### config.mk
export PLATFORM = sky130hd
export DESIGN_NAME = udp_tx_packer
export DESIGN_NICKNAME = d
export VERILOG_FILES = /design/src/rtl/eth_pkg.sv /design/src/rtl/udp_tx_packer.sv
export SDC_FILE = /design/constraint.sdc
export NUM_CORES = 1
export LEC_CHECK = 0
export BUFFER_PORTS_ARGS = -buffer_cell sky130_fd_sc_hd__buf_4
export CORE_UTILIZATION = 58
export DETAILED_ROUTE_END_ITERATION = 10
export GPL_TIMING_DRIVEN = 0
export MAX_ROUTING_LAYER = met4
export PLACE_DENSITY_LB_ADDON = 0.3
export REMOVE_ABC_BUFFERS = 1
export SLEW_MARGIN = 10
export SYNTH_ARGS = -nofsm -noshare
export SYNTH_HDL_FRONTEND = slang
export SYNTH_SLANG_ARGS = --single-unit
### constraint.sdc
create_clock -name logic_clk -period 5.3 [get_ports logic_clk]
set_input_delay 1.06 -clock logic_clk [delete_from_list [all_inputs] [get_ports logic_clk]]
set_output_delay 1.06 -clock logic_clk [all_outputs]
set_load 0.1 [all_outputs]
### src/rtl/eth_pkg.sv
// Shared Ethernet/UDP transmit definitions: packer FSM states, parameter
// defaults and counter sizing helpers.
package eth_pkg;

    typedef enum logic [1:0] {
        S_EMPTY = 2'd0,
        S_HOLD  = 2'd1,
        S_CLOSE = 2'd2
    } pkt_state_e;

    localparam int MAX_PAYLOAD_DEF  = 1472;
    localparam int IDLE_TIMEOUT_DEF = 1024;

    // Byte counter must hold the value MAX_PAYLOAD itself.
    function automatic int byte_cnt_w(input int max_payload);
        return $clog2(max_payload + 1);
    endfunction

    // Idle counter only ever needs to reach IDLE_TIMEOUT-1.
    function automatic int idle_cnt_w(input int idle_timeout);
        return $clog2(idle_timeout);
    endfunction

    localparam int BYTE_CNT_W_DEF = byte_cnt_w(MAX_PAYLOAD_DEF);
    localparam int IDLE_CNT_W_DEF = idle_cnt_w(IDLE_TIMEOUT_DEF);

endpackage

### src/rtl/udp_tx_packer.sv
// Packs a user byte stream into UDP payload packets. One byte is always held
// back so that the final byte of a packet can be tagged with tlast when the
// packet closes (size limit, idle timeout or flush).
//
// state   | meaning
// S_EMPTY | no held byte, waiting for the first byte of a packet
// S_HOLD  | one held byte, packet open
// S_CLOSE | held byte is the final one, waiting for a free output slot
module udp_tx_packer
    import eth_pkg::*;
#(
    parameter int MAX_PAYLOAD  = MAX_PAYLOAD_DEF,
    parameter int IDLE_TIMEOUT = IDLE_TIMEOUT_DEF
) (
    input  logic        logic_clk,
    input  logic        logic_rstn,
    input  logic [7:0]  user_tdata_in,
    input  logic        user_tvalid_in,
    output logic        user_tready_out,
    input  logic        user_tflush_in,
    input  logic [31:0] dest_ip_in,
    output logic [7:0]  udp_tdata_out,
    output logic        udp_tvalid_out,
    input  logic        udp_tready_in,
    output logic        udp_tlast_out,
    output logic [31:0] udp_tip_out,
    output logic [15:0] pkt_count_out
);

    localparam int BCW = byte_cnt_w(MAX_PAYLOAD);
    localparam int IDW = idle_cnt_w(IDLE_TIMEOUT);
    localparam logic [BCW-1:0] BC_MAX    = BCW'(MAX_PAYLOAD);
    localparam logic [IDW-1:0] IDLE_LAST = IDW'(IDLE_TIMEOUT - 1);

    pkt_state_e     state_q, state_d;
    logic [7:0]     h_data_q, h_data_d;
    logic           h_valid_q, h_valid_d;
    logic [BCW-1:0] byte_cnt_q, byte_cnt_d;
    logic [IDW-1:0] idle_cnt_q, idle_cnt_d;
    logic [7:0]     out_data_q, out_data_d;
    logic           out_valid_q, out_valid_d;
    logic           out_last_q, out_last_d;
    logic [31:0]    ip_q, ip_d;
    logic [15:0]    pkt_cnt_q, pkt_cnt_d;

    logic slot_free;
    logic user_ready;
    logic user_xfer;

    assign slot_free  = !out_valid_q || udp_tready_in;
    assign user_ready = (state_q == S_EMPTY) || ((state_q == S_HOLD) && slot_free);
    assign user_xfer  = user_tvalid_in && user_ready;

    // Next-state and datapath: hold register feeds the output register.
    always_comb begin
        state_d     = state_q;
        h_data_d    = h_data_q;
        h_valid_d   = h_valid_q;
        byte_cnt_d  = byte_cnt_q;
        idle_cnt_d  = idle_cnt_q;
        out_data_d  = out_data_q;
        out_valid_d = out_valid_q;
        out_last_d  = out_last_q;
        ip_d        = ip_q;
        pkt_cnt_d   = pkt_cnt_q;

        // A consumed (or empty) output slot empties unless refilled below.
        if (slot_free) begin
            out_valid_d = 1'b0;
            out_last_d  = 1'b0;
        end

        case (state_q)
            S_EMPTY: begin
                if (user_xfer) begin
                    h_data_d   = user_tdata_in;
                    h_valid_d  = 1'b1;
                    ip_d       = dest_ip_in;
                    byte_cnt_d = BCW'(1);
                    idle_cnt_d = '0;
                    state_d    = S_HOLD;
                end
            end
            S_HOLD: begin
                if (user_xfer) begin
                    out_data_d  = h_data_q;
                    out_valid_d = h_valid_q;
                    out_last_d  = 1'b0;
                    h_data_d    = user_tdata_in;
                    byte_cnt_d  = byte_cnt_q + BCW'(1);
                    idle_cnt_d  = '0;
                    // Flush with a simultaneous byte closes on the new byte.
                    if ((byte_cnt_d == BC_MAX) || user_tflush_in) begin
                        state_d = S_CLOSE;
                    end
                end else begin
                    if (idle_cnt_q != IDLE_LAST) begin
                        idle_cnt_d = idle_cnt_q + IDW'(1);
                    end
                    if ((idle_cnt_d == IDLE_LAST) || user_tflush_in) begin
                        state_d = S_CLOSE;
                    end
                end
            end
            S_CLOSE: begin
                if (slot_free) begin
                    out_data_d  = h_data_q;
                    out_valid_d = h_valid_q;
                    out_last_d  = 1'b1;
                    h_valid_d   = 1'b0;
                    byte_cnt_d  = '0;
                    idle_cnt_d  = '0;
                    pkt_cnt_d   = pkt_cnt_q + 16'd1;
                    state_d     = S_EMPTY;
                end
            end
            default: begin
                state_d = S_EMPTY;
            end
        endcase
    end

    // State and datapath registers, cleared asynchronously.
    always_ff @(posedge logic_clk or negedge logic_rstn) begin
        if (!logic_rstn) begin
            state_q     <= S_EMPTY;
            h_data_q    <= '0;
            h_valid_q   <= 1'b0;
            byte_cnt_q  <= '0;
            idle_cnt_q  <= '0;
            out_data_q  <= '0;
            out_valid_q <= 1'b0;
            out_last_q  <= 1'b0;
            ip_q        <= '0;
            pkt_cnt_q   <= '0;
        end else begin
            state_q     <= state_d;
            h_data_q    <= h_data_d;
            h_valid_q   <= h_valid_d;
            byte_cnt_q  <= byte_cnt_d;
            idle_cnt_q  <= idle_cnt_d;
            out_data_q  <= out_data_d;
            out_valid_q <= out_valid_d;
            out_last_q  <= out_last_d;
            ip_q        <= ip_d;
            pkt_cnt_q   <= pkt_cnt_d;
        end
    end

    assign user_tready_out = user_ready;
    assign udp_tdata_out   = out_data_q;
    assign udp_tvalid_out  = out_valid_q;
    assign udp_tlast_out   = out_last_q;
    assign udp_tip_out     = ip_q;
    assign pkt_count_out   = pkt_cnt_q;

endmodule
* Word level (Yosys, flattened, before mapping)
Index checks and enable logic that the tools add are counted.
Word-level totals: register bits after elaboration 90, output and inout port bits 59, word-level logic and storage cells 74
Operators by class: add/sub/neg operators 3, eq/ne operators 10, muxes and demuxes 31, reductions and logical operators 20
Operators by type and width (count):
- $mux W10 | 6
- $mux W11 | 3
- $pmux W11 S3 | 1
- $pmux W10 S3 | 1
- $add A16 B1 Y16 const B | 1
- $mux W8 | 2
- $pmux W8 S2 | 1
- $add A11 B1 Y11 const B | 1
- $eq A11 B11 Y1 const B | 1
- $add A10 B1 Y10 const B | 1
- $eq A10 B10 Y1 const B | 1
- $mux W2 | 5
- $ne A10 B10 Y1 const B | 1
- $reduce_and A3 Y1 | 3
- $mux W1 | 8
- $reduce_and A4 Y1 | 2
- $ne A2 B2 Y1 const B | 3
- $ne A3 B2 Y1 const B | 2
- $pmux W1 S2 | 3
- $pmux W2 S3 | 1
- $reduce_and A2 Y1 | 3
- $logic_or A1 B1 Y1 | 4
- $reduce_bool A2 Y1 | 2
- $reduce_bool A3 Y1 | 1
- other kinds (6) | 7

* Longest topological paths before layout
depth after elaboration 12, gate-level depth with buffers 10, depth with buffers taken out 8

* Least setup slack after synthesis
OpenSTA, ideal clock, no wires.
path kind input -> output, start input port udp_tready_in, end output port user_tready_out, arrival time 1.901 ns, required time 4.240 ns, setup slack 2.339 ns, cell stages on the path 2, buffers on the path 0, path through nand2b_2 a21o_1
Between the ends: word-level cells in the longest chain between the ends 3
Ends and longest elaborated chain:
- start: declaration | line udp_tx_packer.sv:24 | input logic udp_tready_in,
- $logic_or A1 B1 Y1 | line udp_tx_packer.sv:50 | assign slot_free = !out_valid_q || udp_tready_in;
- $logic_and A1 B1 Y1 | line udp_tx_packer.sv:51 | assign user_ready = (state_q == S_EMPTY) || ((state_q == S_HOLD) && slot_free);
- $logic_or A1 B1 Y1 | line udp_tx_packer.sv:51
- end: declaration | line udp_tx_packer.sv:19 | output logic user_tready_out,
Every way passes these cells.

* Worst setup path after layout
start input port user_tvalid_in, end register out_data_q[6], in the netlist udp_tdata_out[6]
Between the ends: word-level cells in the longest chain between the ends 3
Ends and longest elaborated chain:
- start: declaration | line udp_tx_packer.sv:18 | input logic user_tvalid_in,
- $logic_and A1 B1 Y1 | line udp_tx_packer.sv:52 | assign user_xfer = user_tvalid_in && user_ready;
- $ne A2 B2 Y1 (no line)
- $reduce_and A3 Y1 (no line)
- end signal: assignment | line udp_tx_packer.sv:142 | out_data_q <= out_data_d;
- end: declaration | line udp_tx_packer.sv:40 | logic [7:0] out_data_q, out_data_d;
Every way passes these cells. A chain may end at the register's enable or synchronous reset.

==> flow_summary.toml <==
[outcome]
status = "complete, no violations"

[sta]
finClkSkew_ps = 13.4
fin_crit_sh = 0.576
relSlewSlack = 0.272
slew_viol_final = 0
min_period_ps = 3050
rsz0062_at_grt = "false"
worstMarginPinSlew_ps = 1090
hold_viol = 0
fin_setup_tns_ps = 0
setup_viol = 0
fmax_mhz = 328

[placed_design]
gp_congestion = 0.892
hpwl_um = 6530
port_buffers = 103

[finish]
layout_common_cells = "buf_4, dfrtp_1, nand2_1"
syn_to_final_growth_pct = 21.8
final_common_cell = "buf_4"
antenna_cells = 0
drive_above_1_share = 0.362
fin_nets = 542
fill_cells = 496

[cts]
cts_root_buffer = "clkbuf_8"
ctsResizeCount = 0
clkTransAtPathRegs_ps = 90
cts_tree = "built"
cts_buffers = 9
clk_latency_ps = 350
cts_max_path_buffers = 2
htreeDepth = 3
cts_num_sinks = 90
cts_setup_buffers = 0
hold_buffers = 0

[worst_setup_path]
criticalPathCategory = "primary input to flip-flop"
crit_path_end_kind = "flip-flop"
cp-start-kind = "primary input"
cp_max_fo = 34
critPathArrivalTime_ps = 3290
critical_path_required_ps = 5540

[route]
drc_errors = 0
wl_per_cell_um = 15.5
ant_nets = 0
drt_iter0_markers = 171
vias = 3400
drt-vias-per-instance = 5.72
dr.pass1.iters = 4
drt_wl_total_um = 9220

[floorplan]
die_x_um = 89.0
fp.dieH_um = 89.0
start_util = 0.602
die-area_um2 = 7930
coreArea_um2 = 7290
io_pins = 104
rows = 31

[yosys]
netlist.area_leader.share = 0.513
synth-edff-count = 0
ys_warn_count = 0
yosysTopAreaCell = "dfrtp_1"
synthFlopType = "dfrtp_1"
syn_area_um2 = 4390
synth-async-reset-ratio = 1.00
syn_avg_cell_area_um2 = 11.0
yosysSeqAreaShare = 0.513
syn_inst = 400
yosys-top-cells-area = "dfrtp_1, mux2_2, nand2_1"
yosysUniqueCellTypes = 62
synth_seq_cells = 90

[global_routing]
antenna_found_initial = 0
grt_usage = 0.248
grt_overflow_total = 0
grt_pass1_vias = 3104
grt_max_degree = 91
grt_pass1_wl_um = 14600

[worst_hold_path]
hold_class = "flip-flop to flip-flop"

[job]
cap_violations = 0
## metal layers
layer / routed length (µm) / up-vias / track usage / share of wire
met3: 508 / 12 / 0.0379 / 0.055
met2: 4600 / 98 / 0.422 / 0.50
met1: 3970 / 1670 / 0.302 / 0.43
met5: 0 / - / - / 0
li1: - / 1620 / - / -
met4: 127 / 0 / 0.0866 / 0.014
## flip-flops by register name, indices dropped and copies added (netlist names)
| signal | count |
|---|---|
| udp_tvalid_out | 1 |
| pkt_count_out | 16 |
| udp_tip_out | 32 |
| idle_cnt_q | 10 |
| state_q | 2 |
| h_valid_q | 1 |
| h_data_q | 8 |
| udp_tlast_out | 1 |
| udp_tdata_out | 8 |
| byte_cnt_q | 11 |
## critical path, stage by stage
cell and delay (ps):
buf_4 140, and2_2 430, a31oi_2 670, nand2_2 290
o211ai_2 280, mux2_2 400
## final timing paths
path                                          to  cells after the start  slack (ps)           start
worst max-delay path            udp_tdata_out[6]                      6        2250  user_tvalid_in
worst min-delay path                 h_data_q[0]                      2         480     h_data_q[0]
worst max register to register  udp_tdata_out[6]                      7        2350      state_q[0]
worst min register to register       h_data_q[0]                      2         480     h_data_q[0]
max in group asynchronous            h_data_q[7]                      1        3690      logic_rstn
min in group asynchronous       pkt_count_out[9]                      1         870      logic_rstn
## area by class of cell
type | count | area (µm²) | share of cell area
sequential | 90 | 2250 | 0.421
multi-input combinational | 276 | 1960 | 0.366
timing repair buffer | 104 | 781 | 0.146
clock buffer | 11 | 141 | 0.0264
tap | 99 | 124 | 0.0232
clock inverter | 5 | 62.6 | 0.0117
inverter | 9 | 33.8 | 0.00631
## synthesized netlist by cell type, drive strengths merged, types with 3 or more instances
library cell	number
xnor2	10
clkbuf	4
nor2	18
buf	21
a21oi	15
o211ai	3
mux2	43
and3	6
nand2	48
xor2	9
dfrtp	90
nor3	4
and2	4
o31ai	4
o21ai	26
nand4	17
ha	7
a31oi	6
inv	9
nand3	18
nand2b	3
nor2b	4
## metrics by stage
stage	worst slack (ps)	hold WS (ps)	utilization	instance area, µm²	std cells
detailed placement	1850	458	0.706	5150	578
global placement	1450	454	0.705	5140	577
floorplan	2160	442	-	4240	375
CTS	2230	485	0.734	5350	594
finish	2250	480	0.734	5350	594
global route	2100	511	0.734	5350	594
## cells by family after synthesis
logic type      share of synthesized area
fa+ha+maj                          0.0199
buf+inv                            0.0424
mux                                 0.110
xor+xnor                           0.0379
simple gates                        0.153
compound gates                      0.124
flops                               0.513
Power is left out: the tool's default activity adds up to more than one toggle a clock period on the data nets, which glitch-free logic cannot reach.
